### config.mk
export PLATFORM = sky130hd
export DESIGN_NAME = regfile_wb_arbiter_flat
export DESIGN_NICKNAME = d
export VERILOG_FILES = /design/src/rtl/regfile_wb_arbiter_if.sv /design/src/rtl/regfile_wb_arbiter.sv /design/src/flat_wrapper.sv
export SDC_FILE = /design/constraint.sdc
export NUM_CORES = 1
export LEC_CHECK = 0
export BUFFER_PORTS_ARGS = -buffer_cell sky130_fd_sc_hd__buf_2
export CORE_MARGIN = 2
export CORE_UTILIZATION = 53
export CTS_CLUSTER_DIAMETER = 80
export DETAILED_ROUTE_END_ITERATION = 7
export PLACE_DENSITY = 0.89
export SKIP_LAST_GASP = 1
export SYNTH_ARGS = -nofsm -noshare
export SYNTH_HDL_FRONTEND = slang
export SYNTH_SLANG_ARGS = --single-unit
export TNS_END_PERCENT = 100
### constraint.sdc
create_clock -name clk -period 4.25 [get_ports clk]
set_clock_uncertainty 0.1 [all_clocks]
set_input_delay 0.6375 -clock clk [delete_from_list [all_inputs] [get_ports clk]]
set_output_delay 0.6375 -clock clk [all_outputs]
set_load 0.005 [all_outputs]
### src/rtl/regfile_wb_arbiter_if.sv
// Writeback bus between the pipeline/multi-cycle unit, the arbiter and the register file write port.
// Master drives the two writeback sources; slave (the arbiter) drives the write port and status.
interface regfile_wb_arbiter_if #(parameter int n = 32);
  logic         a_write;
  logic [4:0]   a_reg;
  logic [n-1:0] a_data;
  logic         b_valid;
  logic [4:0]   b_reg;
  logic [n-1:0] b_data;
  logic         b_ready;
  logic         rf_write;
  logic [4:0]   rf_write_reg;
  logic [n-1:0] rf_write_data;
  logic         stall_req;
  logic         busy;

  modport master (
    output a_write, a_reg, a_data, b_valid, b_reg, b_data,
    input  b_ready, rf_write, rf_write_reg, rf_write_data, stall_req, busy
  );

  modport slave (
    input  a_write, a_reg, a_data, b_valid, b_reg, b_data,
    output b_ready, rf_write, rf_write_reg, rf_write_data, stall_req, busy
  );
endinterface

### src/rtl/regfile_wb_arbiter.sv
// Merges in-order writeback (A, always wins) and a buffered multi-cycle result (B) onto one write port.
// A lands 1 cycle after request, B at least 2 after accept; B starvation raises stall_req.
module regfile_wb_arbiter #(
  parameter int n        = 32,
  parameter int MAX_WAIT = 4
) (
  input  logic                  clk,
  input  logic                  rst,
  regfile_wb_arbiter_if.slave   bus
);
  localparam int WW = $clog2(MAX_WAIT + 1);

  typedef enum logic [1:0] {EMPTY, HELD, STARVED} state_t;

  state_t       state;
  logic [4:0]   hold_reg;
  logic [n-1:0] hold_data;
  logic [WW-1:0] wait_cnt;
  logic         a_act;
  logic         b_acc;

  assign a_act       = bus.a_write && (bus.a_reg != 5'd0);
  assign bus.b_ready = (state == EMPTY) && !rst;
  assign b_acc       = bus.b_valid && bus.b_ready;
  assign bus.busy    = (state != EMPTY);

  always_ff @(posedge clk) begin
    if (rst) begin
      state             <= EMPTY;
      wait_cnt          <= '0;
      hold_reg          <= 5'd0;
      hold_data         <= '0;
      bus.rf_write      <= 1'b0;
      bus.rf_write_reg  <= 5'd0;
      bus.rf_write_data <= '0;
      bus.stall_req     <= 1'b0;
    end else begin
      bus.rf_write <= 1'b0;
      if (a_act) begin
        bus.rf_write      <= 1'b1;
        bus.rf_write_reg  <= bus.a_reg;
        bus.rf_write_data <= bus.a_data;
      end
      case (state)
        EMPTY: begin
          // x0 results complete the handshake but are dropped here
          if (b_acc && (bus.b_reg != 5'd0)) begin
            hold_reg  <= bus.b_reg;
            hold_data <= bus.b_data;
            wait_cnt  <= '0;
            state     <= HELD;
          end
        end
        HELD: begin
          if (!a_act) begin
            bus.rf_write      <= 1'b1;
            bus.rf_write_reg  <= hold_reg;
            bus.rf_write_data <= hold_data;
            state             <= EMPTY;
          end else if (wait_cnt == WW'(MAX_WAIT - 1)) begin
            wait_cnt      <= wait_cnt + 1'b1;
            bus.stall_req <= 1'b1;
            state         <= STARVED;
          end else begin
            wait_cnt <= wait_cnt + 1'b1;
          end
        end
        STARVED: begin
          if (!a_act) begin
            bus.rf_write      <= 1'b1;
            bus.rf_write_reg  <= hold_reg;
            bus.rf_write_data <= hold_data;
            bus.stall_req     <= 1'b0;
            wait_cnt          <= '0;
            state             <= EMPTY;
          end
        end
        default: state <= EMPTY;
      endcase
    end
  end
endmodule

### src/flat_wrapper.sv
// flat-port wrapper written by rule: the top's interface ports become plain ports
module regfile_wb_arbiter_flat 
#(
  parameter int n        = 32,
  parameter int MAX_WAIT = 4
)
  (clk, rst, bus_a_write, bus_a_reg, bus_a_data, bus_b_valid, bus_b_reg, bus_b_data, bus_b_ready, bus_rf_write, bus_rf_write_reg, bus_rf_write_data, bus_stall_req, bus_busy);
  regfile_wb_arbiter_if #(.n(n)) bus_i ();
  input  logic clk;
  input  logic rst;
  input wire logic [$bits(bus_i.a_write)-1:0] bus_a_write;
  input wire logic [$bits(bus_i.a_reg)-1:0] bus_a_reg;
  input wire logic [$bits(bus_i.a_data)-1:0] bus_a_data;
  input wire logic [$bits(bus_i.b_valid)-1:0] bus_b_valid;
  input wire logic [$bits(bus_i.b_reg)-1:0] bus_b_reg;
  input wire logic [$bits(bus_i.b_data)-1:0] bus_b_data;
  output wire logic [$bits(bus_i.b_ready)-1:0] bus_b_ready;
  output wire logic [$bits(bus_i.rf_write)-1:0] bus_rf_write;
  output wire logic [$bits(bus_i.rf_write_reg)-1:0] bus_rf_write_reg;
  output wire logic [$bits(bus_i.rf_write_data)-1:0] bus_rf_write_data;
  output wire logic [$bits(bus_i.stall_req)-1:0] bus_stall_req;
  output wire logic [$bits(bus_i.busy)-1:0] bus_busy;
  assign bus_i.a_write = bus_a_write;
  assign bus_i.a_reg = bus_a_reg;
  assign bus_i.a_data = bus_a_data;
  assign bus_i.b_valid = bus_b_valid;
  assign bus_i.b_reg = bus_b_reg;
  assign bus_i.b_data = bus_b_data;
  assign bus_b_ready = bus_i.b_ready;
  assign bus_rf_write = bus_i.rf_write;
  assign bus_rf_write_reg = bus_i.rf_write_reg;
  assign bus_rf_write_data = bus_i.rf_write_data;
  assign bus_stall_req = bus_i.stall_req;
  assign bus_busy = bus_i.busy;
  regfile_wb_arbiter #(.n(n), .MAX_WAIT(MAX_WAIT)) u_core (.clk(clk), .rst(rst), .bus(bus_i));
endmodule
After elaboration in Yosys (flattened, before gate mapping)
Index checks and enable logic that the tools add are counted.

word-level totals
  bits in registers = 81
  bits of input ports = 78
  output and inout port bits = 41
  word-level logic and storage cells = 55

cells by class
  add/sub/neg operators = 1
  eq/ne operators = 8
  multiplexer cells = 22
  reduce and logical (&&, ||, !) cells = 16

operator list
  operator                                              count
  2-to-1 mux 32 bit                                     3
  2-to-1 mux 5 bit                                      3
  nonzero test 5 bit                                    2
  2-to-1 mux 3 bit                                      3
  case mux 3 bit (3 select lines)                       1
  2-to-1 mux 2 bit                                      4
  AND reduction 4 bit                                   2
  2-to-1 mux 1 bit                                      6
  case mux 2 bit (3 select lines)                       1
  logical AND 1 bit                                     4
  != test 2 x 1 -> 1 bit (second input constant)        2
  != test 2 bit (second input constant)                 2
  nonzero test 2 bit                                    2
  adder 3 x 1 -> 3 bit (second input constant)          1
  equality test 3 x 2 -> 1 bit (second input constant)  1
  != test 3 bit (second input constant)                 1
  AND reduction 3 bit                                   1
  nonzero test 3 bit                                    1
  equality test 2 x 1 -> 1 bit (second input constant)  1
  equality test 2 bit (second input constant)           1
  logical NOT 2 bit                                     1
  case mux 1 bit (2 select lines)                       1
  AND reduction 2 bit                                   1
  OR reduction 2 bit                                    1
  logical NOT 1 bit                                     1

Longest topological paths before layout
Gate-level depths: netlist of the first run.

  depth after elaboration = 6
  depth in mapped cells = 8

Least setup slack after synthesis of the first run
OpenSTA, ideal clock, no wires.

  path type = input port to flip-flop
  start = input port bus_a_reg[3]
  end = register u_core.wait_cnt[0]
  library setup time = 72 ps
  data arrival time = 2050 ps
  data required time = 4078 ps
  path slack = 2028 ps
  stages = 4
  buffers on the path = 0
  cells stage by stage = or4_4 > o211a_4 > a2111oi_4 > mux2i_1

on the way
  cells in the longest elaborated chain, start to end = 4
  elaborated cells on any way between the ends = 5

ends and longest elaborated chain
  element                                                            line                      source
  start: declaration                                                 flat_wrapper.sv:12        input wire logic [$bits(bus_i.a_reg)-1:0] bus_a_reg;
  nonzero test 5 bit (*)                                             regfile_wb_arbiter.sv:22  assign a_act = bus.a_write && (bus.a_reg != 5'd0);
  logical AND 1 bit (*)                                              regfile_wb_arbiter.sv:22
  != test 2 x 1 -> 1 bit (no line) or != test 2 bit (tied branches)  n/a
  AND reduction 4 bit (no line) (*)                                  n/a
  end signal: assignment                                             regfile_wb_arbiter.sv:61  wait_cnt <= wait_cnt + 1'b1;
  end signal: assignment                                             regfile_wb_arbiter.sv:65  wait_cnt <= wait_cnt + 1'b1;
  end: declaration                                                   regfile_wb_arbiter.sv:18  logic [WW-1:0] wait_cnt;

Every way passes the cells marked *; elsewhere a longest branch is shown, timed or not.
A chain may end at the register's enable or synchronous reset.

Worst setup path after layout of the first run
  start = input port rst
  end = output port bus_b_ready

on the way
  cells in the longest elaborated chain, start to end = 2

ends and longest elaborated chain
  element             line                      source
  start: declaration  flat_wrapper.sv:10        input logic rst;
  logical NOT 1 bit   regfile_wb_arbiter.sv:23  assign bus.b_ready = (state == EMPTY) && !rst;
  logical AND 1 bit   regfile_wb_arbiter.sv:23
  end: declaration    flat_wrapper.sv:17        output wire logic [$bits(bus_i.b_ready)-1:0] bus_b_ready;

Every way passes these cells.

==> impl_results.md, run 1 <==
* Antenna Violating Nets Remaining at 0
* Total DRC errors in the routed layout at 0
* Fraction of layout cells with a size suffix above 1 at between 20% and 30%
* Number of enable flip-flop cells after synthesis at 0
* Most instantiated cells after synthesis: sky130_fd_sc_hd__dfxtp_1 (81), sky130_fd_sc_hd__nand2_1 (70), sky130_fd_sc_hd__nor2_1 (43)
* Worst ir drop on vdd at 0.275 mV
* Aggregate global routing overflow at 0
* TritonCTS Sinks at 81
* Largest fanout on the critical path at 61
* Multi-input logic area at between 1500 and 2000 um2
* Capturing element type of the critical path: primary output
* Yosys warns at 0
* Top-area cell type share of the netlist area at 47.7%
* Post-Syn Area per Cell at around 9 um2
* Starting Density at 54.2%
* Pin count of the biggest net entering global routing at 62
* Core Box Area at 6280 um2
* Post-synthesis cell type count at 32
* Worst r2r path cells at 4
* Required time reported for the critical path endpoint at 3510 ps
* Clock-pin slew reported for the worst setup and hold paths after clock tree synthesis at 70 ps
* Layout Nets at 568
* Count of buffers from port buffering at 118
* Number of inserted diodes at 0
* Routed wire length per instance at between 10 and 15 um
* RSZ-0062 raised after global routing: no
* Post-route design area at about 4200 um2
* Count of TritonRoute iterations in the first routing pass at 4
* Y dimension of the die at 84.1 um
* Num rows at 29
* Worst R2R End: u_core.bus.rf_write_data[4]
* Final Hold Fails at 0
* Vias at ~3000
* Routed wire length at 7.87 mm
* Final count of negative-setup-slack endpoints at 0
* TritonCTS buffer count at 9
* Most frequently used cell type in the post-synthesis netlist: sky130_fd_sc_hd__dfxtp_1
* Post-synthesis cell count at roughly 380
* Clock Latency Late Sink at around 340 ps
* Cell count of the worst hold path at 2
* Synthesis-stage register bit count at 81
* Root cell of the clock tree: sky130_fd_sc_hd__clkbuf_8
* Deepest level of the CTS H-tree at 3
* Routability congestion estimate at a little over 0.8
* Fmax at 380 MHz
* Die span in x at 84.1 um
* Number of antenna violations at the first check in global routing at 0
* Critical Setup Path Class: in -> out
* Pwr Density at 437 nW/um2
* Share of synthesized registers carrying an async set or reset at 0%
* Most instantiated flip-flop cell in the synthesis netlist: sky130_fd_sc_hd__dfxtp_1
* Tightest Pin Transition at roughly 1200 ps
* Endpoint with the worst hold slack: u_core.hold_data[10]
* Area of the die at 7070 um2
* Seq/Total Area, Yosys at 47.7%
* Filler cells at around 540
* Leakage power at 1.80 nW
* Max Root-Sink Buffers at 2
* Area delta synth->final at 24.7%
* Slew Viols, Final at 0
* Boundary pin count at 119
* HP Class: reg -> reg
* Launching instance or port of the critical path: rst
* Launch instance of the worst min-delay path: u_core.hold_data[10]
* Worst setup SP type: input port
* Quantity of gates resized following cts at 0
* Vias per inst at approximately 5.3
* Cell types with the largest area share after synthesis: sky130_fd_sc_hd__dfxtp_1 (48%), sky130_fd_sc_hd__mux2i_1 (12%), sky130_fd_sc_hd__a211oi_1 (8.6%), sky130_fd_sc_hd__nand2_1 (7.7%), sky130_fd_sc_hd__a21oi_1 (5.2%)
* Vias in the first global route at 2949
* Max Cap Viol at 0
* Combined flip-flop and latch cell area at approximately 1600 um2
* Estimated wirelength of the detail-placed design at 5.34 mm
* Slack of the worst reg-to-reg path at 1920 ps
* Portion of the clock cycle consumed by the worst path in the final layout at 62.0%
* Run status: finished clean
* Final worst path period need at 2630 ps
* Total nets after synthesis at around 460
* Post-synthesis cell type with the largest combined area: sky130_fd_sc_hd__dfxtp_1
* Number of violations reported at the end of detailed-routing iteration 0 at 129
* Cell area after synthesis at roughly 3400 um2
* Clock tree from TritonCTS: done
* Data arrival at the endpoint of the critical path at 1900 ps
* Global-route wire length before repair at 13.2 mm
* Aggregate negative setup slack at 0 ps
* Hold-fix buffers, CTS at 0
* # Post-CTS Setup Buffers at 0
* Max-Slew Margin vs Limit at between 20% and 30%
* Launching point of the worst reg2reg path: u_core.state[0]
* GRT Resource Usage Total at 22.8%
* Dpl cell area at between 4000 and 5000 um2
[metrics by stage]
step | hold slack [ps] | utilization, % | std cells | total power, mW | worst slack, ps
final | 357 | 67.6 | 564 | 1.85 | 1620
after global routing | 375 | 67.6 | 564 | 1.94 | 1490
after global placement | 342 | 63.9 | 549 | 1.23 | 1660
after detailed placement | 346 | 63.9 | 549 | 1.24 | 1610
after CTS | 358 | 67.6 | 564 | 1.86 | 1650
after floorplan | 336 | - | 377 | 1.11 | 2030
[area by class of cell]
cell class	count	area share, %
Multi-Input combinational cell	262	38.7
Tap cell	77	2.27
Clock buffer	13	3.98
Timing Repair Buffer	123	14.8
Inverter	6	0.531
Sequential cell	81	38.2
Clock inverter	2	1.42
[logic make-up after synthesis]
kind of cell               after synthesis  synth area share, %
adders and majority gates                7                 2.58
buffers and inverters                   34                 4.30
DFF                                     81                 47.7
and+or+nand+nor                        129                 15.9
muxes                                   41                 12.1
AOI/OAI and AO/OA                       85                 17.5
[cells in the final DEF, fill, tap and decap left out, drive strengths merged]
cell / instances
nor2b: 1
buf: 123
and3b: 1
o21ai: 1
mux2i: 41
a31oi: 1
nor4: 1
nand2b: 5
nor3: 1
a22oi: 2
o22ai: 1
a211oi: 39
nand3b: 1
ha: 7
bufinv: 2
o31ai: 1
nor2: 43
dfxtp: 81
a311oi: 1
o21a: 1
a2111oi: 1
or4: 1
nand2: 70
or3: 2
inv: 6
clkbuf: 13
or3b: 3
o31a: 1
a21oi: 35
o211a: 1
[worst max-delay path by stage]
stage / to / slack, ps / cells past startpoint
floorplan: u_core.wait_cnt[0] / 2030 / 4
global placement: bus_b_ready / 1660 / 4
detailed placement: u_core.state[1] / 1610 / 6
CTS: bus_b_ready / 1650 / 4
global route: bus_b_ready / 1490 / 4
finish: bus_b_ready / 1620 / 4
[power by group]
group          switching [mW]  leakage (nW)  total (mW)  internal [mW]
combinational           0.197          1.01       0.370          0.172
clock                   0.255         0.116       0.632          0.376
sequential             0.0320         0.666       0.849          0.817
total                   0.485          1.80        1.85           1.37
[worst max-delay path: stages]
cell	delay [ps]
sky130_fd_sc_hd__buf_2	400
sky130_fd_sc_hd__buf_4	580
sky130_fd_sc_hd__nor2_1	80
sky130_fd_sc_hd__buf_2	150
[routing by layer]
layer	track usage, %	up-vias	wire length (um)
met5	0	-	0
met1	28.0	1380	3370
met4	8.80	0	119
li1	-	1520	-
met3	5.34	13	473
met2	38.8	86	3900
Power figures use the tool's default switching activity.
==> inputs of run 2 (changes only) <==
--- a/config.mk
+++ b/config.mk
@@ -7,10 +7,10 @@
 export LEC_CHECK = 0
 export BUFFER_PORTS_ARGS = -buffer_cell sky130_fd_sc_hd__buf_2
 export CORE_MARGIN = 2
-export CORE_UTILIZATION = 53
+export CORE_UTILIZATION = 50
 export CTS_CLUSTER_DIAMETER = 80
 export DETAILED_ROUTE_END_ITERATION = 7
-export PLACE_DENSITY = 0.89
+export PLACE_DENSITY = 0.85
 export SKIP_LAST_GASP = 1
 export SYNTH_ARGS = -nofsm -noshare
 export SYNTH_HDL_FRONTEND = slang
==> constraint.sdc (replaced) <==
create_clock -name clk -period 2.55 [get_ports clk]
set_clock_uncertainty 0.1 [all_clocks]
set_input_delay 0.3825 -clock clk [delete_from_list [all_inputs] [get_ports clk]]
set_output_delay 0.3825 -clock clk [all_outputs]
set_load 0.005 [all_outputs]
==> impl_results.md, run 2 (synthesis results as in run 1) <==
* Run status: finished clean
* TritonCTS Sinks at 81
* Pin count of the biggest net entering global routing at 70
* Post-layout instance count excluding filler cells at 572
* Count of TritonRoute iterations in the first routing pass at 4
* Aggregate negative setup slack at 0 ps
* Capturing element type of the critical path: flip-flop
* Launching instance or port of the critical path: u_core.state[1]
* Worst setup SP type: flip-flop
* Tightest Pin Transition at 694 ps
* Number of cells in the design after placement at 556
* Slew Viols, Final at 0
* Estimated wirelength of the detail-placed design at 5.47 mm
* Die span in x at between 80 and 90 um
* HP Class: in -> reg
* Fmax at around 500 MHz
* Cell count of the worst hold path at 3
* Power consumption at 3.18 mW
* Number of antenna violations at the first check in global routing at 0
* Aggregate global routing overflow at 0
* Combined flip-flop and latch cell area at 1620 um2
* TritonCTS buffer count at 9
* Number of inserted diodes at 0
* Worst R2R End: u_core.hold_data[12]
* Required time reported for the critical path endpoint at approximately 2700 ps
* Global-route wire length before repair at 12.9 mm
* Number of violations reported at the end of detailed-routing iteration 0 at 112
* Routed wire length per instance at 14.1 um
* Y dimension of the die at 86.5 um
* Pwr Density at 738 nW/um2
* Total DRC errors in the routed layout at 0
* Area of the die at approximately 7500 um2
* RSZ-0062 raised after global routing: no
* Max Root-Sink Buffers at 2
* Vias at 3046
* Worst r2r path cells at 7
* Count of buffers from port buffering at 118
* Num rows at 30
* Routed wire length at about 8.0 mm
* Max-Slew Margin vs Limit at 53.8%
* Largest fanout on the critical path at 21
* Final count of negative-setup-slack endpoints at 0
* Clock-pin slew reported for the worst setup and hold paths after clock tree synthesis at 80 ps
* Routability congestion estimate at 0.788
* Layout Nets at roughly 570
* Data arrival at the endpoint of the critical path at 2160 ps
* Launch instance of the worst min-delay path: bus_b_data[5]
* Deepest level of the CTS H-tree at 3
* Commonest non-fill, non-tap cell in the layout: sky130_fd_sc_hd__buf_2
* Core Box Area at approximately 6700 um2
* Hold-fix buffers, CTS at 0
* Vias in the first global route at 2839
* GRT Resource Usage Total at 21.8%
* Leading cell types in the layout, fill and taps excluded: sky130_fd_sc_hd__buf_2 (118), sky130_fd_sc_hd__dfxtp_1 (81), sky130_fd_sc_hd__nand2_1 (70)
* Root cell of the clock tree: sky130_fd_sc_hd__clkbuf_8
* Starting Density at 50.9%
* Final Hold Fails at 0
* Portion of the clock cycle consumed by the worst path in the final layout at between 70% and 80%
* Quantity of gates resized following cts at 0
* Fraction of layout cells with a size suffix above 1 at 30.5%
* Vias per inst at about 5.3
* Multi-input logic area at 1640 um2
* Clock Latency Late Sink at 350 ps
* Endpoint with the worst hold slack: u_core.hold_data[5]
* Leakage power at 1.83 nW
* Slack of the worst reg-to-reg path at around 570 ps
* Filler cells at 562
* Final worst path period need at 1980 ps
* Boundary pin count at roughly 120
* Antenna Violating Nets Remaining at 0
* Clock tree from TritonCTS: done
* Area delta synth->final at 26.9%
* Launching point of the worst reg2reg path: u_core.state[1]
* Max Cap Viol at 0
* Critical Setup Path Class: reg -> reg
* # Post-CTS Setup Buffers at 0
* Worst ir drop on vdd at 0.397 mV
## run 2: cell count changes in the layout (fill, tap and decap cells not counted)
cell,delta
sky130_fd_sc_hd__buf_12,+2
sky130_fd_sc_hd__buf_4,+2
sky130_fd_sc_hd__bufinv_16,+1
sky130_fd_sc_hd__clkinvlp_4,+1
sky130_fd_sc_hd__clkbuf_8,-2
sky130_fd_sc_hd__clkinv_2,+1
## run 2: worst max-delay path, cell delays in order (launching register included)
cell                      delay, ps
sky130_fd_sc_hd__dfxtp_1        340
sky130_fd_sc_hd__inv_1          150
sky130_fd_sc_hd__ha_2           220
sky130_fd_sc_hd__and3b_1        190
sky130_fd_sc_hd__o31a_1         490
sky130_fd_sc_hd__buf_12         230
sky130_fd_sc_hd__nand2_1         60
sky130_fd_sc_hd__a21oi_1        130
## run 2: routing by layer
metal	wire, um	global-route usage [%]	part of all wire [%]
met3	455	6.29	5.7
met1	3600	26.5	45
met2	3900	37.2	49
met4	85	6.82	1.1
met5	0	0	0
## run 2: stage by stage
step	utilization, %	worst slack [ps]	hold WS (ps)	area [um2]
floorplan	-	583	336	3400
global placement	60.9	403	342	4070
detailed placement	60.9	356	346	4070
CTS	64.6	550	157	4310
global route	64.6	412	148	4310
finish	64.6	567	164	4310
## run 2: worst max path at each step
stage	end	slack, ps	cells past startpoint
after floorplan	u_core.wait_cnt[0]	580	4
after global placement	u_core.wait_cnt[2]	400	5
after detailed placement	u_core.wait_cnt[0]	360	5
after CTS	u_core.hold_data[12]	550	7
after global routing	u_core.hold_data[12]	410	7
final	u_core.hold_data[12]	570	7
## run 2: power by group
group / internal [mW] / switching (mW)
clock: 0.676 / 0.456
combinational: 0.296 / 0.341
sequential: 1.36 / 0.0518
total: 2.33 / 0.848
## run 2: cell type report
type / count / area share (%)
multi-input combinational: 262 / 38.1
sequential: 81 / 37.6
timing repair buffer: 127 / 15.8
clock buffer: 11 / 3.28
clock inverter: 5 / 2.38
tap: 80 / 2.32
inverter: 6 / 0.522
==> inputs of run 3 (changes only) <==
--- a/config.mk
+++ b/config.mk
@@ -7,10 +7,10 @@
 export LEC_CHECK = 0
 export BUFFER_PORTS_ARGS = -buffer_cell sky130_fd_sc_hd__buf_2
 export CORE_MARGIN = 2
-export CORE_UTILIZATION = 50
+export CORE_UTILIZATION = 45
 export CTS_CLUSTER_DIAMETER = 80
 export DETAILED_ROUTE_END_ITERATION = 7
-export PLACE_DENSITY = 0.85
+export PLACE_DENSITY = 0.81
 export SKIP_LAST_GASP = 1
 export SYNTH_ARGS = -nofsm -noshare
 export SYNTH_HDL_FRONTEND = slang
==> constraint.sdc (replaced) <==
create_clock -name clk -period 1.6 [get_ports clk]
set_clock_uncertainty 0.1 [all_clocks]
set_input_delay 0.24 -clock clk [delete_from_list [all_inputs] [get_ports clk]]
set_output_delay 0.24 -clock clk [all_outputs]
set_load 0.005 [all_outputs]
==> impl_results.md, run 3 (synthesis results as in run 1) <==
* HP Class: in -> reg
* Fraction of layout cells with a size suffix above 1 at 43.7%
* Final worst path period need at roughly 1700 ps
* Internal Dissipation at 3.95 mW
* RSZ-0062 raised after global routing: yes
* Area delta synth->final at 47.8%
* Required time reported for the critical path endpoint at between 1500 and 2000 ps
* Routed wire length per instance at approximately 16 um
* Share of total power in the clock network at 32.9%
* Hold-fix buffers, CTS at 0
* TritonCTS buffer count at 9
* Filler cells at 575
* Routed wire length at 10.1 mm
* Final Hold Fails at 0
* Final count of negative-setup-slack endpoints at 72
* Leakage power at 2.16 nW
* Pin count of the biggest net entering global routing at 67
* Count of buffers from port buffering at 118
* Worst setup endpoint: u_core.hold_data[11]
* DRT met1 WL at 4.47 mm
* Vias per inst at 5.23
* Number of inserted diodes at 0
* Met2 layer wire length in the routed design at between 4 and 5 mm
* Worst setup slack after layout at -85.4 ps
* Count of TritonRoute iterations in the first routing pass at 4
* Slew Viols, Final at 0
* Wire length on met3 at 564 um
* Deepest level of the CTS H-tree at 3
* Y dimension of the die at 90.9 um
* Boundary pin count at between 100 and 150
* Net Sw Frac at 28.2%
* Slack of the worst reg-to-reg path at -90 ps
* Clock tree from TritonCTS: done
* Failing checks: negative setup slack
* TritonCTS Sinks at 81
* Launching point of the worst reg2reg path: u_core.state[1]
* Clock Latency Late Sink at 350 ps
* Largest fanout on the critical path at 22
* Starting Density at 46.6%
* Combined flip-flop and latch cell area at approximately 1600 um2
* Routability congestion estimate at 0.856
* Layout Nets at 606
* Critical Setup Path Class: reg -> reg
* Multi-input logic area at 1880 um2
* Switching component of the power at 1.55 mW
* Fraction of power consumed by sequential logic at 41.0%
* Number of violations reported at the end of detailed-routing iteration 0 at around 130
* Portion of the clock cycle consumed by the worst path in the final layout at 105%
* Worst ir drop on vdd at 0.629 mV
* Die span in x at 90.9 um
* Worst r2r path cells at 8
* Number of antenna violations at the first check in global routing at 0
* Worst R2R End: u_core.hold_data[11]
* Leading cell types in the layout, fill and taps excluded: sky130_fd_sc_hd__buf_2 (117), sky130_fd_sc_hd__dfxtp_1 (79), sky130_fd_sc_hd__nand2_1 (58)
* Launch instance of the worst min-delay path: bus_b_data[2]
* Critical-path cell list: inv_2 > ha_4 > and3b_2 > buf_4 > o31ai_4 > buf_12 > nand2_1 > a21oi_2
* Pre-CTS setup slack at -345 ps
* Launching instance or port of the critical path: u_core.state[1]
* Area of the die at 8270 um2
* Slowest stage cell, crit path: sky130_fd_sc_hd__dfxtp_2
* Clock-pin slew reported for the worst setup and hold paths after clock tree synthesis at 90 ps
* Data arrival at the endpoint of the critical path at ~1900 ps
* Pwr Density at between 1000 and 1500 nW/um2
* Commonest non-fill, non-tap cell in the layout: sky130_fd_sc_hd__buf_2
* GRT Resource Usage Total at roughly a fifth
* Run status: finished, violations left
* Max Cap Viol at 0
* Num rows at 31
* Fmax at 593 MHz
* Tightest Pin Transition at 807 ps
* Total DRC errors in the routed layout at 0
* Worst setup SP type: flip-flop
* Highest metal layer used by the detailed router: met4
* Max Root-Sink Buffers at 2
* Peak per-stage delay on the critical path at around 350 ps
* Estimated wirelength of the detail-placed design at 5.91 mm
* Antenna Violating Nets Remaining at 0
* Vias in the first global route at 3033
* Root cell of the clock tree: sky130_fd_sc_hd__clkbuf_8
* Core Box Area at around 7300 um2
* Max-Slew Margin vs Limit at 46.2%
* Aggregate global routing overflow at 0
* Vias at ~3300
* Gate power share at 26.0%
* Global-route wire length before repair at 14.0 mm
* Capturing element type of the critical path: flip-flop
* Aggregate negative setup slack at -2500 ps
run 3: cell count changes in the layout (fill, tap and decap cells not counted), moves of 3 or more:
cell                        before  now
sky130_fd_sc_hd__buf_4           7   19
sky130_fd_sc_hd__nand2_1        70   58
sky130_fd_sc_hd__inv_1           6    3
sky130_fd_sc_hd__nand2_4         0   11
sky130_fd_sc_hd__buf_12          2    5
sky130_fd_sc_hd__a21oi_1        35   22
sky130_fd_sc_hd__a211oi_1       39   30
sky130_fd_sc_hd__a211oi_2        0    9
sky130_fd_sc_hd__buf_6           0   12
sky130_fd_sc_hd__clkbuf_16       0    5
sky130_fd_sc_hd__a21oi_2         0   13
sky130_fd_sc_hd__buf_8           0    3
run 3: worst max-delay path: cells and delay by family (launching register included):
family	cells	cell delay, ps
flip-flops	1	350
AND/OR/NAND/NOR	2	310
adder cells (fa/ha/maj)	1	170
AO/OA/AOI/OAI	2	250
buffers and inverters	3	420
run 3: how the worst min path moves through the flow:
stage | slack (ps) | to | cells after the start
finish | 20 | u_core.hold_data[2] | 3
global route | 4 | u_core.hold_data[30] | 3
global placement | 340 | u_core.hold_data[16] | 2
detailed placement | 350 | u_core.hold_data[30] | 2
CTS | 6 | u_core.hold_data[2] | 3
floorplan | 280 | u_core.hold_data[0] | 2
run 3: area by class of cell:
cell class                 instances  share of cell area (%)
clock buffer                      10                    2.54
inverter                           6                   0.498
tap                               99                    2.47
timing repair buffer             161                    22.6
multi-input combinational        262                    37.3
sequential                        81                    32.3
clock inverter                     6                    2.29
run 3: per-stage QoR:
stage / power, mW / cell area [um2] / std cells / hold WS [ps] / utilization [%]
floorplan: 2.99 / 3460 / 377 / 276 / -
global placement: 3.40 / 4230 / 590 / 342 / 58.0
detailed placement: 3.44 / 4230 / 590 / 347 / 58.0
CTS: 5.29 / 4560 / 608 / 6.11 / 62.5
global route: 5.75 / 5020 / 625 / 3.99 / 68.9
finish: 5.50 / 5020 / 625 / 17.2 / 68.9
run 3: power groups by stage:
stage	Clock [mW]	Sequential, mW	Combinational, mW
floorplan	0	2.29	0.696
global placement	0	2.29	1.12
detailed placement	0	2.30	1.15
CTS	1.84	2.25	1.20
global route	1.94	2.27	1.53
finish	1.81	2.26	1.43
run 3: metal layers:
layer	up-vias	track usage, %
li1	1598	-
met1	1547	26.7
met2	108	34.5
met3	13	4.32
met4	0	8.84
met5	-	0
run 3: what timing repair did:
action | 4_1_cts | 5_1_grt
endpoints found under the setup margin | 41 | 75
buffers inserted | 3 | 10
pin swaps | 7 | 38
gates cloned | 0 | 8
resized for setup | 17 | 64
